--- config.mk ---
export PLATFORM = sky130hd
export DESIGN_NAME = dvi_frame_fetch_flat
export DESIGN_NICKNAME = d
export VERILOG_FILES = /design/src/rtl/dvi_frame_fetch_if.sv /design/src/rtl/dvi_frame_fetch.sv /design/src/flat_wrapper.sv
export SDC_FILE = /design/constraint.sdc
export NUM_CORES = 1
export LEC_CHECK = 0
export CELL_PAD_IN_SITES_DETAIL_PLACEMENT = 0
export CELL_PAD_IN_SITES_GLOBAL_PLACEMENT = 2
export CORE_MARGIN = 2
export CORE_UTILIZATION = 47
export DETAILED_ROUTE_END_ITERATION = 6
export GPL_TIMING_DRIVEN = 0
export PLACE_DENSITY_LB_ADDON = 0.1
export SKIP_LAST_GASP = 1
export SLEW_MARGIN = 20
export SYNTH_ARGS = -nofsm -noshare
export SYNTH_HDL_FRONTEND = slang
export SYNTH_SLANG_ARGS = --single-unit
--- constraint.sdc ---
create_clock -name clk -period 8.9 [get_ports clk]
set_clock_uncertainty 0.15 [all_clocks]
set_input_delay 1.78 -clock clk [delete_from_list [all_inputs] [get_ports clk]]
set_output_delay 1.78 -clock clk [all_outputs]
set_load 0.05 [all_outputs]
--- src/rtl/dvi_frame_fetch_if.sv ---
// dvi_frame_fetch_if: frame-buffer read port between the scan-out fetcher and memory
interface dvi_frame_fetch_if;
   logic        valid;
   logic        rw;
   logic [27:0] addr;
   logic [31:0] data_rd;
   logic        ready;
   modport master (output valid, rw, addr, input data_rd, ready);
   modport slave (input valid, rw, addr, output data_rd, ready);
endinterface

--- src/rtl/dvi_frame_fetch.sv ---
// dvi_frame_fetch: VGA/DVI timing generator that fetches frame-buffer words into a pixel FIFO
// and presents one 24-bit pixel per active pixel_en strobe.
module dvi_frame_fetch #(
   parameter int H_ACTIVE   = 640,
   parameter int H_FP       = 16,
   parameter int H_SYNC     = 96,
   parameter int H_BP       = 48,
   parameter int V_ACTIVE   = 480,
   parameter int V_FP       = 10,
   parameter int V_SYNC     = 2,
   parameter int V_BP       = 33,
   parameter int FIFO_DEPTH = 16
) (
   input  logic              clk,
   input  logic              rst,
   input  logic [27:0]       mem_start,
   input  logic              display_on,
   input  logic              pixel_en,
   dvi_frame_fetch_if.master fb_mem,
   output logic              dvi_hsync,
   output logic              dvi_vsync,
   output logic              dvi_de,
   output logic [23:0]       dvi_rgb,
   output logic              underflow
);
   localparam int HT   = H_ACTIVE + H_FP + H_SYNC + H_BP;
   localparam int VT   = V_ACTIVE + V_FP + V_SYNC + V_BP;
   localparam int HW   = $clog2(HT);
   localparam int VW   = $clog2(VT);
   localparam int NPIX = H_ACTIVE * V_ACTIVE;
   localparam int CW   = $clog2(NPIX + 1);
   localparam int AW   = $clog2(FIFO_DEPTH);

   typedef enum logic [1:0] {IDLE, REQ, DISCARD} state_t;

   state_t        state;
   logic [HW-1:0] h;
   logic [VW-1:0] v;
   logic [27:0]   ptr;
   logic          en;
   logic [CW-1:0] fcnt;
   logic [23:0]   fifo [FIFO_DEPTH];
   logic [AW-1:0] rd, wr;
   logic [AW:0]   cnt;
   logic          h_last, active, frame, push, pop, can_req;

   assign h_last  = h == HW'(HT - 1);
   assign active  = (h < HW'(H_ACTIVE)) && (v < VW'(V_ACTIVE));
   assign frame   = pixel_en && v == VW'(V_ACTIVE) && h == '0;
   assign pop     = pixel_en && active && en && cnt != '0;
   assign push    = fb_mem.ready && state == REQ && !frame;
   assign can_req = en && !frame && fcnt < CW'(NPIX) && cnt < (AW+1)'(FIFO_DEPTH);
   assign fb_mem.rw = 1'b0;

   always_ff @(posedge clk)
      if (rst) begin
         h         <= '0;
         v         <= '0;
         dvi_hsync <= 1'b1;
         dvi_vsync <= 1'b1;
         dvi_de    <= 1'b0;
         dvi_rgb   <= '0;
         underflow <= 1'b0;
      end else if (pixel_en) begin
         h         <= h_last ? '0 : h + 1'b1;
         if (h_last) v <= (v == VW'(VT - 1)) ? '0 : v + 1'b1;
         dvi_hsync <= !(h >= HW'(H_ACTIVE + H_FP) && h < HW'(H_ACTIVE + H_FP + H_SYNC));
         dvi_vsync <= !(v >= VW'(V_ACTIVE + V_FP) && v < VW'(V_ACTIVE + V_FP + V_SYNC));
         dvi_de    <= active;
         dvi_rgb   <= pop ? fifo[rd] : '0;
         underflow <= frame ? 1'b0 : (underflow || (active && en && cnt == '0));
      end

   // a request caught by the frame boundary is completed in DISCARD and its data dropped
   always_ff @(posedge clk)
      if (rst) begin
         state        <= IDLE;
         fb_mem.valid <= 1'b0;
         fb_mem.addr  <= '0;
         en           <= 1'b0;
         ptr          <= '0;
         fcnt         <= '0;
         rd           <= '0;
         wr           <= '0;
         cnt          <= '0;
      end else begin
         if (frame) begin
            en   <= display_on;
            ptr  <= mem_start;
            fcnt <= '0;
            rd   <= '0;
            wr   <= '0;
            cnt  <= '0;
         end else begin
            if (push) begin
               ptr  <= ptr + 28'd1;
               fcnt <= fcnt + 1'b1;
               wr   <= wr + 1'b1;
            end
            if (pop) rd <= rd + 1'b1;
            cnt <= cnt + (AW+1)'(push) - (AW+1)'(pop);
         end
         case (state)
            IDLE: if (can_req) begin
               state        <= REQ;
               fb_mem.valid <= 1'b1;
               fb_mem.addr  <= ptr;
            end
            default: if (fb_mem.ready) begin
               state        <= IDLE;
               fb_mem.valid <= 1'b0;
            end else if (frame) state <= DISCARD;
         endcase
      end

   always_ff @(posedge clk)
      if (push) fifo[wr] <= fb_mem.data_rd[23:0];
endmodule

--- src/flat_wrapper.sv ---
// flat-port wrapper written by rule: the top's interface ports become plain ports
module dvi_frame_fetch_flat 
#(
   parameter int H_ACTIVE   = 640,
   parameter int H_FP       = 16,
   parameter int H_SYNC     = 96,
   parameter int H_BP       = 48,
   parameter int V_ACTIVE   = 480,
   parameter int V_FP       = 10,
   parameter int V_SYNC     = 2,
   parameter int V_BP       = 33,
   parameter int FIFO_DEPTH = 16
)
  (clk, rst, mem_start, display_on, pixel_en, dvi_hsync, dvi_vsync, dvi_de, dvi_rgb, underflow, fb_mem_valid, fb_mem_rw, fb_mem_addr, fb_mem_data_rd, fb_mem_ready);
  dvi_frame_fetch_if fb_mem_i ();
  input  logic clk;
  input  logic rst;
  input  logic [27:0] mem_start;
  input  logic display_on;
  input  logic pixel_en;
  output logic dvi_hsync;
  output logic dvi_vsync;
  output logic dvi_de;
  output logic [23:0] dvi_rgb;
  output logic underflow;
  output wire logic [$bits(fb_mem_i.valid)-1:0] fb_mem_valid;
  output wire logic [$bits(fb_mem_i.rw)-1:0] fb_mem_rw;
  output wire logic [$bits(fb_mem_i.addr)-1:0] fb_mem_addr;
  input wire logic [$bits(fb_mem_i.data_rd)-1:0] fb_mem_data_rd;
  input wire logic [$bits(fb_mem_i.ready)-1:0] fb_mem_ready;
  assign fb_mem_valid = fb_mem_i.valid;
  assign fb_mem_rw = fb_mem_i.rw;
  assign fb_mem_addr = fb_mem_i.addr;
  assign fb_mem_i.data_rd = fb_mem_data_rd;
  assign fb_mem_i.ready = fb_mem_ready;
  dvi_frame_fetch #(.H_ACTIVE(H_ACTIVE), .H_FP(H_FP), .H_SYNC(H_SYNC), .H_BP(H_BP), .V_ACTIVE(V_ACTIVE), .V_FP(V_FP), .V_SYNC(V_SYNC), .V_BP(V_BP), .FIFO_DEPTH(FIFO_DEPTH)) u_core (.clk(clk), .rst(rst), .mem_start(mem_start), .display_on(display_on), .pixel_en(pixel_en), .fb_mem(fb_mem_i), .dvi_hsync(dvi_hsync), .dvi_vsync(dvi_vsync), .dvi_de(dvi_de), .dvi_rgb(dvi_rgb), .underflow(underflow));
endmodule
=== Word level (Yosys, flattened, before mapping) ===
Memories as Yosys holds them, arrays and structs flattened. A register that Yosys moved wholly into a read port is not among the register bits.
Index checks and enable logic that the tools add are counted.

* Memories: 1
* Output and inout bits: 58
* Register bits after elaboration: 140
* Bits in latches: 0
* Bits in read-only memories: 0
* RAM bits: 384
* Word-level logic and storage cells: 86

* Div/mod/pow operators: 0
* Order comparisons: 8
* Equality and inequality tests: 5
* $add $sub $neg: 8
* Reductions and logical operators: 31
* Bitwise logic cells: 0
* Multiply operators: 0
* Shift-type cells: 0
* Multiplexer cells: 17

{| class="wikitable"
|+ Memories
! memory !! depth !! width !! rd ports !! clocked after memory_dff !! write ports !! line !! RTL
|-
| u_core.fifo || 16 || 24 || 1 || 1 || 1 || dvi_frame_fetch.sv:42 || <nowiki>logic [23:0] fifo [FIFO_DEPTH];</nowiki>
|}

{| class="wikitable"
|+ Operators with widths
! operator !! count
|-
| 2-to-1 mux 28 bit || 2
|-
| adder 28 x 1 -> 28 bit (second input constant) || 1
|-
| 2-to-1 mux 24 bit || 1
|-
| adder 10 x 1 -> 10 bit (second input constant) || 2
|-
| equality test 10 bit (second input constant) || 2
|-
| < comparator 10 bit (second input constant) || 2
|-
| < comparator 10 x 9 -> 1 bit (second input constant) || 2
|-
| 2-to-1 mux 10 bit || 2
|-
| adder 19 x 1 -> 19 bit (second input constant) || 1
|-
| < comparator 19 bit (second input constant) || 1
|-
| logical AND 1 bit || 15
|-
| equality test 10 x 9 -> 1 bit (second input constant) || 1
|-
| greater-or-equal comparator 10 bit (second input constant) || 1
|-
| greater-or-equal comparator 10 x 9 -> 1 bit (second input constant) || 1
|-
| zero test 10 bit || 1
|-
| adder 4 x 1 -> 4 bit (second input constant) || 2
|-
| 2-to-1 mux 2 bit || 4
|-
| 2-to-1 mux 4 bit || 2
|-
| AND reduction 2 bit || 4
|-
| 2-to-1 mux 1 bit || 6
|-
| adder 5 x 1 -> 5 bit || 1
|-
| zero test 5 bit || 1
|-
| < comparator 5 bit (second input constant) || 1
|-
| nonzero test 5 bit || 1
|-
| other kinds (9) || 12
|}

=== Depth between registers and ports, before layout ===
Gate-level depths: netlist of the first run.

* Word-level depth: 9
* Mapped depth: 15
* Depth with buffers taken out: 13

=== Worst setup path after synthesis of the first run ===
OpenSTA, ideal clock, no wires.

* Kind: input-to-reg
* From: in pixel_en
* To: reg u_core.cnt[4]
* Arrival: 3.836 ns
* Slack: 4.797 ns
* Setup time: 0.117 ns
* Stages: 13
* Path through: nor2b_1 > nor4b_2 > and4_1 > buf_2 > nor2_1 > clkbuf_1 > ha_1 > fa_1 > a21oi_1 > nor2_1 > nor2_1 > xnor2_1 > nor2_1

* Longest elaborated chain between the ends: 6

{| class="wikitable"
|+ RTL lines
! what !! line !! RTL
|-
| from (decl) || flat_wrapper.sv:20 || <nowiki>input logic pixel_en;</nowiki>
|-
| logical AND 1 bit (2 in series) || dvi_frame_fetch.sv:49 || <nowiki>assign frame = pixel_en && v == VW'(V_ACTIVE) && h == '0;</nowiki>
|-
| zero test 1 bit || dvi_frame_fetch.sv:51 || <nowiki>assign push = fb_mem.ready && state == REQ && !frame;</nowiki>
|-
| logical AND 1 bit || dvi_frame_fetch.sv:51 ||
|-
| net u_core.push || dvi_frame_fetch.sv:45 || <nowiki>logic h_last, active, frame, push, pop, can_req;</nowiki>
|-
| adder 5 x 1 -> 5 bit || dvi_frame_fetch.sv:101 || <nowiki>cnt <= cnt + (AW+1)'(push) - (AW+1)'(pop);</nowiki>
|-
| subtractor 5 x 1 -> 5 bit || dvi_frame_fetch.sv:101 ||
|-
| to (signal assigned) || dvi_frame_fetch.sv:101 ||
|-
| to (decl) || dvi_frame_fetch.sv:44 || <nowiki>logic [AW:0] cnt;</nowiki>
|}

The timed path passes the listed nets, and every way through them passes these cells.
A chain may end at the register's enable or synchronous reset.

=== Final worst setup path of the first run ===
Same ends and word-level chain as after synthesis.

==> run metrics, run 1 <==
Layout area overhead 19.0%; max_cap viols 0; CTS tree built; crit path capture type register; top-count cell post-synth edfxtp_1; slew at the pin closest to its max-slew limit 1.17 ns; Final #Nets between 1500 and 2000; sequential area share after synthesis 68.2%; Tot Pwr roughly 5000 uW; Initial Utilization 47.7%; CP arrival just under 5 ns; number of antenna violations at the first check in global routing 2; die area 46700 um2; I/O Buffers ~110; vias per cell 5.54; Syn Area/Cell 15.8 um2; RSZ-0062 raised after global routing no; Max-Slew Margin vs Limit 21.5%; Longest Clk Path Bufs 3; fmax 223 MHz; Synth top area share 54.5%; Core Region 44300 um2; number of post-CTS setup repair buffers 0; Tcrit/Tclk final 50.4%; CP Max Fanout 10; setup violators final 0; total track usage 21.7%; Final Hold Fails 0; Die X 216 um; power per standard cell area 195 nW/um2; leakage 0.00800 uW; P_sw 987 uW; drt total wl 49.6 mm; routed via count 11900; CTS sink count around 530; gr ovfl total 0; first-pass GRT wire length approximately 76 mm; Worst path slowest cell clkdlybuf4s50_1; Yosys warnings 0; Post-synth top cells edfxtp_1 (384), dfxtp_1 (144), mux4_2 (96), nor2_1 (96), nand2b_1 (58); combinational share of power 1.6%; routed length per instance 23.1 um; Hold Path Class reg -> reg; number of buffers created by CTS 53; clock power share between 40% and 50%; CTS resizes 0; worst path cell trace clkdlybuf4s50_1 > nor2b_1 > nor4b_2 > and4_1 > buf_2 > nor2_1 > clkbuf_1 > ha_1 > fa_1 > a21oi_1 > nor2_1 > nor2_1 > xnor2_1 > nor2_1; Worst setup SP type input pin; die height 216 um; ys async rst share 0%; DP Wirelength 32.2 mm; EDFF count, synth approximately 380; status completed; gp weighted congestion 0.755; number of DRC markers in iteration 0 841; number of routed nets with antenna violations 0; Crit path largest cell delay 0.47 ns; Flop pwr share 53.7%; synth top area cells edfxtp_1 (55%), dfxtp_1 (14%), mux4_2 (10%); top_reg_cell synth edfxtp_1; Cells after Synth around 1300; layout cells sized above 1 about 16%; Post-Syn Area 21100 um2; fin crit period 4.49 ns; placement row count 77; vias in the first global route 12300; Setup Crit Path Kind in -> reg; Post-Syn Nets between 1000 and 1500; Yosys reg bits 528; largest net degree at the start of global routing 18; setup_tns 0 ns; Worst EP required 9.24 ns; switch share around a fifth; fin. max-slew vios 0; P_int slightly below 4000 uW; clk slew on worst S/H paths 0.07 ns; Clk Latency, worst-skew pair 0.60 ns; post-synth cell types 56; drc violations 0; CP most frequent cell nor2_1; dominant cell type by area after synthesis edfxtp_1; CTS Root Cell clkbuf_16; Hold Buf Count CTS 0; # H-tree levels 2; fill count about 3600; router iterations before antenna repair 5; number of I/O pins 123; Peak supply drop roughly 0.14 mV
==> cells in the final DEF, fill, tap and decap left out, types with 36 or more instances in the layout <==
master           instances
nor2_1                  96
a21oi_1                 36
clkbuf_16               55
mux4_2                  96
mux2i_1                 54
edfxtp_1               384
clkdlybuf4s50_1        112
nand2_1                 40
a211oi_1                43
xor2_1                  39
nand2b_1                58
clkbuf_1                52
dfxtp_1                144
==> layer usage <==
metal | vias up | GRT usage [%] | routed length (um)
li1 | 5495 | - | -
met4 | 2 | 6.19 | 1080
met3 | 70 | 3.86 | 2650
met2 | 303 | 35.1 | 23700
met5 | - | 0 | 13
met1 | 6063 | 30.4 | 22200
==> path summary, 6_finish.rpt <==
path,start,end,slack [ns],depth (start not counted)
hold reg to reg,u_core.fb_mem.addr[1],u_core.fb_mem.addr[1],0.32,2
setup reg to reg,u_core.cnt[3],u_core.cnt[4],5.64,13
setup / recovery,pixel_en,u_core.cnt[4],4.41,14
hold / removal,u_core.fb_mem.addr[1],u_core.fb_mem.addr[1],0.32,2
==> flip-flops by register name (all words and copies together), names as in the netlist, named ones only <==
register	flops
u_core.cnt	5
u_core.dvi_de	1
u_core.dvi_hsync	1
u_core.dvi_rgb	24
u_core.dvi_vsync	1
u_core.en	1
u_core.fb_mem.addr	28
u_core.fb_mem.valid	1
u_core.fcnt	19
u_core.fifo	384
u_core.h	10
u_core.ptr	28
u_core.rd	4
u_core.state	2
u_core.underflow	1
u_core.v	10
u_core.wr	4
==> critical path: cells and delay by family <==
family | cells | cell delay, ns
AOI/OAI and AO/OA | 1 | 0.15
xor gates and xnor gates | 1 | 0.13
buffers and inverters | 3 | 0.91
and+or+nand+nor | 7 | 1.17
adders and majority gates | 2 | 0.69
==> cells by family after synthesis <==
kind of cell,share of synthesized area (%)
mux,12.8
fa+ha+maj,1.10
other cells,0.0177
flops,68.2
buf+inv,2.01
compound gates,4.46
xor+xnor,2.61
simple gates,8.84
==> stage by stage <==
| stage | cells | hold WS, ns | instance area, um2 | utilization [%] | worst slack (ns) |
|---|---|---|---|---|---|
| 2_1_floorplan | 1334 | 0.295 | 21100 | - | 4.80 |
| 6_report | 2153 | 0.323 | 25100 | 56.7 | 4.41 |
| 3_5_place_dp | 2054 | 0.312 | 23400 | 52.9 | 3.79 |
| 3_3_place_gp | 2038 | 0.306 | 23000 | 51.9 | 3.34 |
| 5_1_grt | 2153 | 0.339 | 25100 | 56.7 | 4.12 |
| 4_1_cts | 2152 | 0.327 | 25100 | 56.7 | 4.43 |
==> layout make-up <==
class                      count  area, um2  area share [%]
inverter                      22       82.6           0.328
clock inverter                26        224           0.891
tap                          592        741            2.95
sequential                   528      14400            57.3
buffer                        74        342            1.36
timing repair buffer         128       1530            6.09
antenna                        1       2.50         0.00995
multi-input combinational    710       6320            25.1
clock buffer                  72       1490            5.93
==> power groups by stage <==
| stage | clock [uW] | sequential, uW | combinational (uW) |
|---|---|---|---|
| detailed placement | 0 | 2690 | 79.6 |
| global route | 2340 | 2630 | 85.9 |
| floorplan | 0 | 2690 | 19.7 |
| CTS | 2250 | 2640 | 79.6 |
| finish | 2200 | 2640 | 78.7 |
| global placement | 0 | 2690 | 77.3 |
(Power assumes the default switching activity.)
==> inputs of run 2 (changes only) <==
--- a/config.mk
+++ b/config.mk
@@ -8,7 +8,7 @@
 export CELL_PAD_IN_SITES_DETAIL_PLACEMENT = 0
 export CELL_PAD_IN_SITES_GLOBAL_PLACEMENT = 2
 export CORE_MARGIN = 2
-export CORE_UTILIZATION = 47
+export CORE_UTILIZATION = 44
 export DETAILED_ROUTE_END_ITERATION = 6
 export GPL_TIMING_DRIVEN = 0
 export PLACE_DENSITY_LB_ADDON = 0.1
==> constraint.sdc (replaced) <==
create_clock -name clk -period 4.63 [get_ports clk]
set_clock_uncertainty 0.15 [all_clocks]
set_input_delay 0.926 -clock clk [delete_from_list [all_inputs] [get_ports clk]]
set_output_delay 0.926 -clock clk [all_outputs]
set_load 0.05 [all_outputs]
==> run 2 against run 1 <==
Against the previous run:
- utilization down 3.8 points
- global-route usage down 1.1 points
- flip-flop and latch count unchanged
- non-clock buffer count unchanged
- total power up 92%
- design area up 0.12%
- worst setup slack worse by 3.4 ns
- sequential share of layout area down 0.071 points
- count of clock-buffer cells in the layout up 15
==> run metrics, run 2 (same netlist as run 1, synthesis figures left out) <==
number of antenna violations at the first check in global routing 3 (was 2); biggest regs u_core.fifo: 384 flops, u_core.fb_mem.addr: 28 flops, u_core.ptr: 28 flops (unchanged); Die X 223 um (was 216 um); CP arrival 3.96 ns (was 4.83 ns); layout cells sized above 1 15.5% (was 16.0%); Worst setup SP type input pin (unchanged); worst r2r path cells 13 (unchanged); router iterations before antenna repair 5 (unchanged); clk slew on worst S/H paths 0.06 ns (was 0.07 ns); Worst Path Buf+Inv 3 (unchanged); die area 49800 um2 (was 46700 um2); fill count 3893 (was 3557); DP Cell Count 2077 (was 2054); RSZ-0062 raised after global routing no (unchanged); max_cap viols 0 (unchanged); routed length per instance 23.1 um (about the same); Initial Utilization 44.5% (was 47.7%); number of I/O pins 123 (unchanged); CTS resizes 0 (unchanged); fin area 25200 um2 (was 25100 um2); leakage 0.00799 uW (was 0.00800 uW); CTS Root Cell clkbuf_16 (unchanged); number of buffers created by CTS 55 (was 53); Worst path top cell family by delay simple AND/OR/NAND/NOR gates (unchanged); CP most frequent cell nor2_1 (unchanged); Worst path slowest cell clkdlybuf4s50_1 (unchanged); setup violators final 0 (unchanged); clock power share 44.6% (was 44.7%); leading cell types in the layout, fill and taps excluded edfxtp_1 (384), dfxtp_1 (144), clkdlybuf4s50_1 (112), nor2_1 (96), mux4_2 (96) (unchanged); Tcrit/Tclk final 78.5%; CTS sink count 528 (unchanged); Longest Clk Path Bufs 3 (unchanged); Hold Path Class reg -> reg (unchanged); P_sw 1860 uW (was 987 uW); gr ovfl total 0 (unchanged); worst path cell trace clkdlybuf4s50_1 > nor2b_1 > nor4b_2 > and4_1 > buf_2 > nor2_1 > clkbuf_1 > ha_1 > fa_1 > a21oi_1 > nor2_1 > nor2_1 > xnor2_1 > nor2_1 (unchanged); die height 223 um (was 216 um); Hold Buf Count CTS 0 (unchanged); gp weighted congestion 0.731 (was 0.755); Crit path largest cell delay 0.47 ns (about the same); combinational share of power 1.6% (about the same); fmax 275 MHz; Clk Latency, worst-skew pair 0.59 ns (was 0.60 ns); power per standard cell area 374 nW/um2 (was 195 nW/um2); Max-Slew Margin vs Limit 32.4% (was 21.5%); total track usage 20.5% (was 21.7%); I/O Buffers 112 (unchanged); first-pass GRT wire length 76.0 mm (was 75.6 mm); Setup Crit Path Kind in -> reg (unchanged); Core Region 47500 um2 (was 44300 um2); vias in the first global route 12200 (was 12300); hold path depth 2 (unchanged); reg2reg end u_core.cnt[4] (unchanged); drt total wl 50.3 mm (was 49.6 mm); Layout area overhead 19.1% (was 19.0%); fin. max-slew vios 0 (unchanged); CP Max Fanout 10 (unchanged); number of post-CTS setup repair buffers 0 (unchanged); CTS tree built (unchanged); routed via count 11900 (about the same); Finished Layout Cells 2181 (was 2153); Hold Path End u_core.fb_mem.addr[7] (was u_core.fb_mem.addr[1]); drc violations 0 (unchanged); Final Hold Fails 0 (unchanged); vias per cell 5.44 (was 5.54); number of routed nets with antenna violations 0 (unchanged); status completed (unchanged); DP Wirelength 33.2 mm (was 32.2 mm); Worst EP required 4.96 ns (was 9.24 ns); Biggest register u_core.fifo (unchanged); Critical R2R Launch u_core.v[5] (was u_core.cnt[3]); number of DRC markers in iteration 0 905 (was 841); commonest non-fill, non-tap cell in the layout edfxtp_1 (unchanged); Peak supply drop 0.288 mV (was 0.135 mV); P_int 7560 uW (was 3930 uW); slew at the pin closest to its max-slew limit 1.01 ns (was 1.17 ns); Placed Area 23500 um2 (was 23400 um2); crit path capture type register (unchanged); # H-tree levels 2 (unchanged); placement row count 80 (was 77); switch share 19.7% (was 20.1%); hold_sp u_core.fb_mem.addr[7] (was u_core.fb_mem.addr[1]); max FFs per register 384 (unchanged); R2R setup slack 1.35 ns (was 5.64 ns); Final #Nets 1602 (was 1600); largest net degree at the start of global routing 20 (was 18); Flop pwr share 53.8% (was 53.7%); fin crit period 3.64 ns
[run 2: routing by layer]
metal	GRT usage (%)	vias to the layer above	wire (um)
met5	0	-	30
met4	5.07	4	989
met3	4.81	74	3020
met2	33.6	275	24100
met1	27.9	5991	22100
li1	-	5523	-
[run 2: worst reg2reg max path: cells and delay by family, from the launching register on]
family | cells | cell delay, ns
flops | 1 | 0.43
simple gates | 7 | 1.19
buf+inv | 2 | 0.45
compound gates | 1 | 0.15
fa+ha+maj | 2 | 0.69
xor+xnor | 1 | 0.13
[run 2: power groups by stage]
stage          Sequential, uW  Clock [uW]  Combinational, uW
5_1_grt                  5070        4500                165
6_report                 5070        4200                150
2_1_floorplan            5170           0               37.9
3_3_place_gp             5170           0                149
4_1_cts                  5070        4310                153
3_5_place_dp             5170           0                153
[run 2: cell type report]
type / count / area (um2) / area share [%]
Multi-Input combinational cell: 710 / 6330 / 25.1
Clock inverter: 16 / 126 / 0.502
Clock buffer: 87 / 1580 / 6.27
Sequential cell: 528 / 14400 / 57.2
Inverter: 22 / 82.6 / 0.328
Timing Repair Buffer: 128 / 1530 / 6.08
Tap cell: 615 / 769 / 3.06
Buffer: 74 / 342 / 1.36
Antenna cell: 1 / 2.50 / 0.00994
[run 2: worst max-delay path by stage]
stage          startpoint            endpoint  slack, ns  cells after the start
2_1_floorplan    pixel_en       u_core.cnt[4]       1.38                     13
3_3_place_gp     pixel_en  u_core.fifo[4][14]      -0.18                      8
3_5_place_dp     pixel_en       u_core.cnt[4]       0.39                     14
4_1_cts          pixel_en       u_core.cnt[4]       1.02                     14
5_1_grt          pixel_en       u_core.cnt[4]       0.68                     14
6_report         pixel_en       u_core.cnt[4]       0.99                     14
[run 2: per-stage QoR]
stage                     hold slack, ns  power [uW]  TNS [ns]  setup slack (ns)  util (%)
after global routing               0.341        9730         0             0.682      53.0
after global placement             0.306        5320    -22.18            -0.181      48.4
after detailed placement           0.313        5320         0             0.390      49.4
after floorplan                    0.295        5210         0              1.38         -
final                              0.325        9420         0             0.995      53.0
after CTS                          0.330        9530         0              1.02      53.0
==> inputs of run 3 (changes only) <==
--- a/config.mk
+++ b/config.mk
@@ -8,7 +8,7 @@
 export CELL_PAD_IN_SITES_DETAIL_PLACEMENT = 0
 export CELL_PAD_IN_SITES_GLOBAL_PLACEMENT = 2
 export CORE_MARGIN = 2
-export CORE_UTILIZATION = 44
+export CORE_UTILIZATION = 40
 export DETAILED_ROUTE_END_ITERATION = 6
 export GPL_TIMING_DRIVEN = 0
 export PLACE_DENSITY_LB_ADDON = 0.1
==> constraint.sdc (replaced) <==
create_clock -name clk -period 3.1 [get_ports clk]
set_clock_uncertainty 0.15 [all_clocks]
set_input_delay 0.62 -clock clk [delete_from_list [all_inputs] [get_ports clk]]
set_output_delay 0.62 -clock clk [all_outputs]
set_load 0.05 [all_outputs]
==> run 3 against run 2 <==
Against the previous run:
- final cell count increased by 3.5%
- utilization shrank 4.3 points
- total power increased by 56%
- largest cell class unchanged
- register-to-register slack lost 1.3 ns
- global-route usage fell by 1.4 points
- clock power rose by 65%
- design area up 1.3%
- first-iteration DRC count shrank 8.2%
- combinational power grew 53%
- critical endpoint is now u_core.dvi_rgb[4]
==> run metrics, run 3 (same netlist as run 1, synthesis figures left out) <==
Worst EP required 3.50 ns (was 4.96 ns); CTS Root Cell clkbuf_16 (unchanged); die height 234 um (was 223 um); leakage 0.00812 uW (was 0.00799 uW); CP Max Fanout 10 (unchanged); fin. max-slew vios 0 (unchanged); number of DRC markers in iteration 0 831 (was 905); Finished Layout Cells 2257 (was 2181); clk slew on worst S/H paths 0.06 ns (about the same); Peak supply drop 0.451 mV (was 0.288 mV); Worst setup SP type register (was input pin); Setup Crit Path Kind reg -> reg (was in -> reg); first-pass GRT wire length 77.1 mm (was 76.0 mm); biggest regs u_core.fifo: 384 flops, u_core.fb_mem.addr: 28 flops, u_core.ptr: 28 flops (unchanged); fmax 324 MHz; leading cell types in the layout, fill and taps excluded edfxtp_1 (384), dfxtp_1 (144), clkdlybuf4s50_1 (112), mux4_2 (96), nor2_1 (94) (was edfxtp_1 (384), dfxtp_1 (144), clkdlybuf4s50_1 (112), nor2_1 (96), mux4_2 (96)); Clk Latency, worst-skew pair 0.61 ns (was 0.59 ns); Hold Path End u_core.fcnt[1] (was u_core.fb_mem.addr[7]); commonest non-fill, non-tap cell in the layout edfxtp_1 (unchanged); Multi-input gate area 6360 um2 (was 6330 um2); vias in the first global route 12300 (was 12200); router iterations before antenna repair 5 (unchanged); setup violators final 0 (unchanged); fill count 4473 (was 3893); DP Cell Count 2151 (was 2077); die area 54700 um2 (was 49800 um2); Hold Path Class reg -> reg (unchanged); Core Region 52400 um2 (was 47500 um2); crit path capture type register (unchanged); # H-tree levels 2 (unchanged); Tcrit/Tclk final 99.7%; total track usage 19.2% (was 20.5%); gp weighted congestion 0.734 (was 0.731); vias per cell 5.29 (was 5.44); drt total wl 51.8 mm (was 50.3 mm); number of antenna violations at the first check in global routing 3 (unchanged); Final Hold Fails 0 (unchanged); Biggest register u_core.fifo (unchanged); hold_sp u_core.fcnt[1] (was u_core.fb_mem.addr[7]); hold path depth 2 (unchanged); max_cap viols 0 (unchanged); routed via count 11900 (about the same); gr ovfl total 0 (unchanged); Die X 234 um (was 223 um); Final Worst Setup Slack 0.00997 ns (was 0.995 ns); slew at the pin closest to its max-slew limit 1.07 ns (was 1.01 ns); Register Area 14400 um2 (unchanged); placement row count 84 (was 80); power per standard cell area 577 nW/um2 (was 374 nW/um2); status completed (unchanged); worst r2r path cells 6 (was 13); reg2reg end u_core.dvi_rgb[4] (was u_core.cnt[4]); Setup WS pre-CTS -0.925 ns (was 0.390 ns); routed length per instance 22.9 um (was 23.1 um); DP Wirelength 34.0 mm (was 33.2 mm); I/O Buffers 112 (unchanged); CP arrival 3.49 ns (was 3.96 ns); final core utilization 48.7% (was 53.0%); R2R setup slack 0.01 ns (was 1.35 ns); Longest Clk Path Bufs 3 (unchanged); Final #Nets 1606 (was 1602); Initial Utilization 40.3% (was 44.5%); drc violations 0 (unchanged); Max-Slew Margin vs Limit 27.9% (was 32.4%); CTS tree built (unchanged); number of routed nets with antenna violations 0 (unchanged); number of buffers created by CTS 56 (was 55); largest net degree at the start of global routing 22 (was 20); Critical R2R Launch u_core.h[7] (was u_core.v[5]); number of I/O pins 123 (unchanged); fin crit period 3.09 ns; layout cells sized above 1 16.8% (was 15.5%); max FFs per register 384 (unchanged); Layout area overhead 20.7% (was 19.1%); CTS sink count 528 (unchanged)
run 3: cell count changes in the layout (fill, tap and decap cells not counted), moves of 2 or more:
| cell | delta |
|---|---|
| nor2_1 | -2 |
| clkbuf_1 | -17 |
| bufinv_16 | +6 |
| inv_6 | +2 |
| buf_4 | +3 |
| clkinv_1 | +3 |
| clkbuf_8 | +3 |
run 3: power by group:
group	internal [uW]	leakage, uW	switching [uW]
clock network	4150	0.000939	2780
registers	7570	0.00461	3.86
logic	89.7	0.00257	140
total	11800	0.00812	2920
run 3: cell type report:
class,instances,area share [%]
clock inverters,30,1.47
well taps,688,3.37
repair buffers,132,6.08
clock buffers,73,6.02
diodes,1,0.00981
multi-input cells,710,24.9
plain buffers,73,1.32
flip-flops and latches,528,56.5
inverters,22,0.324
run 3: timing repair:
item	in CTS	in global routing
setup endpoints to repair	216	176
resized for setup	1	6
buffers inserted	0	3
pin swaps	0	2
hold buffers	0	0
run 3: per-layer routing:
layer / track usage [%] / vias to the layer above / share of wire [%]
met5: 0 / - / 0.064
met4: 4.27 / 4 / 1.6
met3: 3.32 / 68 / 3.9
met2: 32.1 / 219 / 49
met1: 26.2 / 6113 / 46
li1: - / 5533 / -
run 3: per-stage QoR:
step	hold slack [ns]	power (uW)	instance area (um2)	setup TNS (ns)
6_report	0.322	14700	25500	0
5_1_grt	0.340	15200	25500	-0.0121
4_1_cts	0.327	14900	25500	-1.57
3_5_place_dp	0.313	7950	23600	-184.60
3_3_place_gp	0.305	7950	23100	-504.66
2_1_floorplan	0.295	7780	21100	0
run 3: worst max-delay path by stage:
| stage | slack [ns] | from | endpoint |
|---|---|---|---|
| 2_1_floorplan | 0.16 | pixel_en | u_core.cnt[4] |
| 3_3_place_gp | -1.56 | pixel_en | u_core.fifo[6][15] |
| 3_5_place_dp | -0.93 | pixel_en | u_core.cnt[4] |
| 4_1_cts | -0.11 | u_core.h[7] | u_core.dvi_rgb[7] |
| 5_1_grt | -0.008 | u_core.h[7] | u_core.dvi_rgb[10] |
| 6_report | 0.01 | u_core.h[7] | u_core.dvi_rgb[4] |
run 3: worst max-delay path, stage by stage (launching register included):
cell,delay [ns]
dfxtp_1,0.37
o21ai_0,0.37
nand4_1,0.13
buf_4,0.20
nor3_1,0.82
clkbuf_1,0.73
a22o_1,0.24
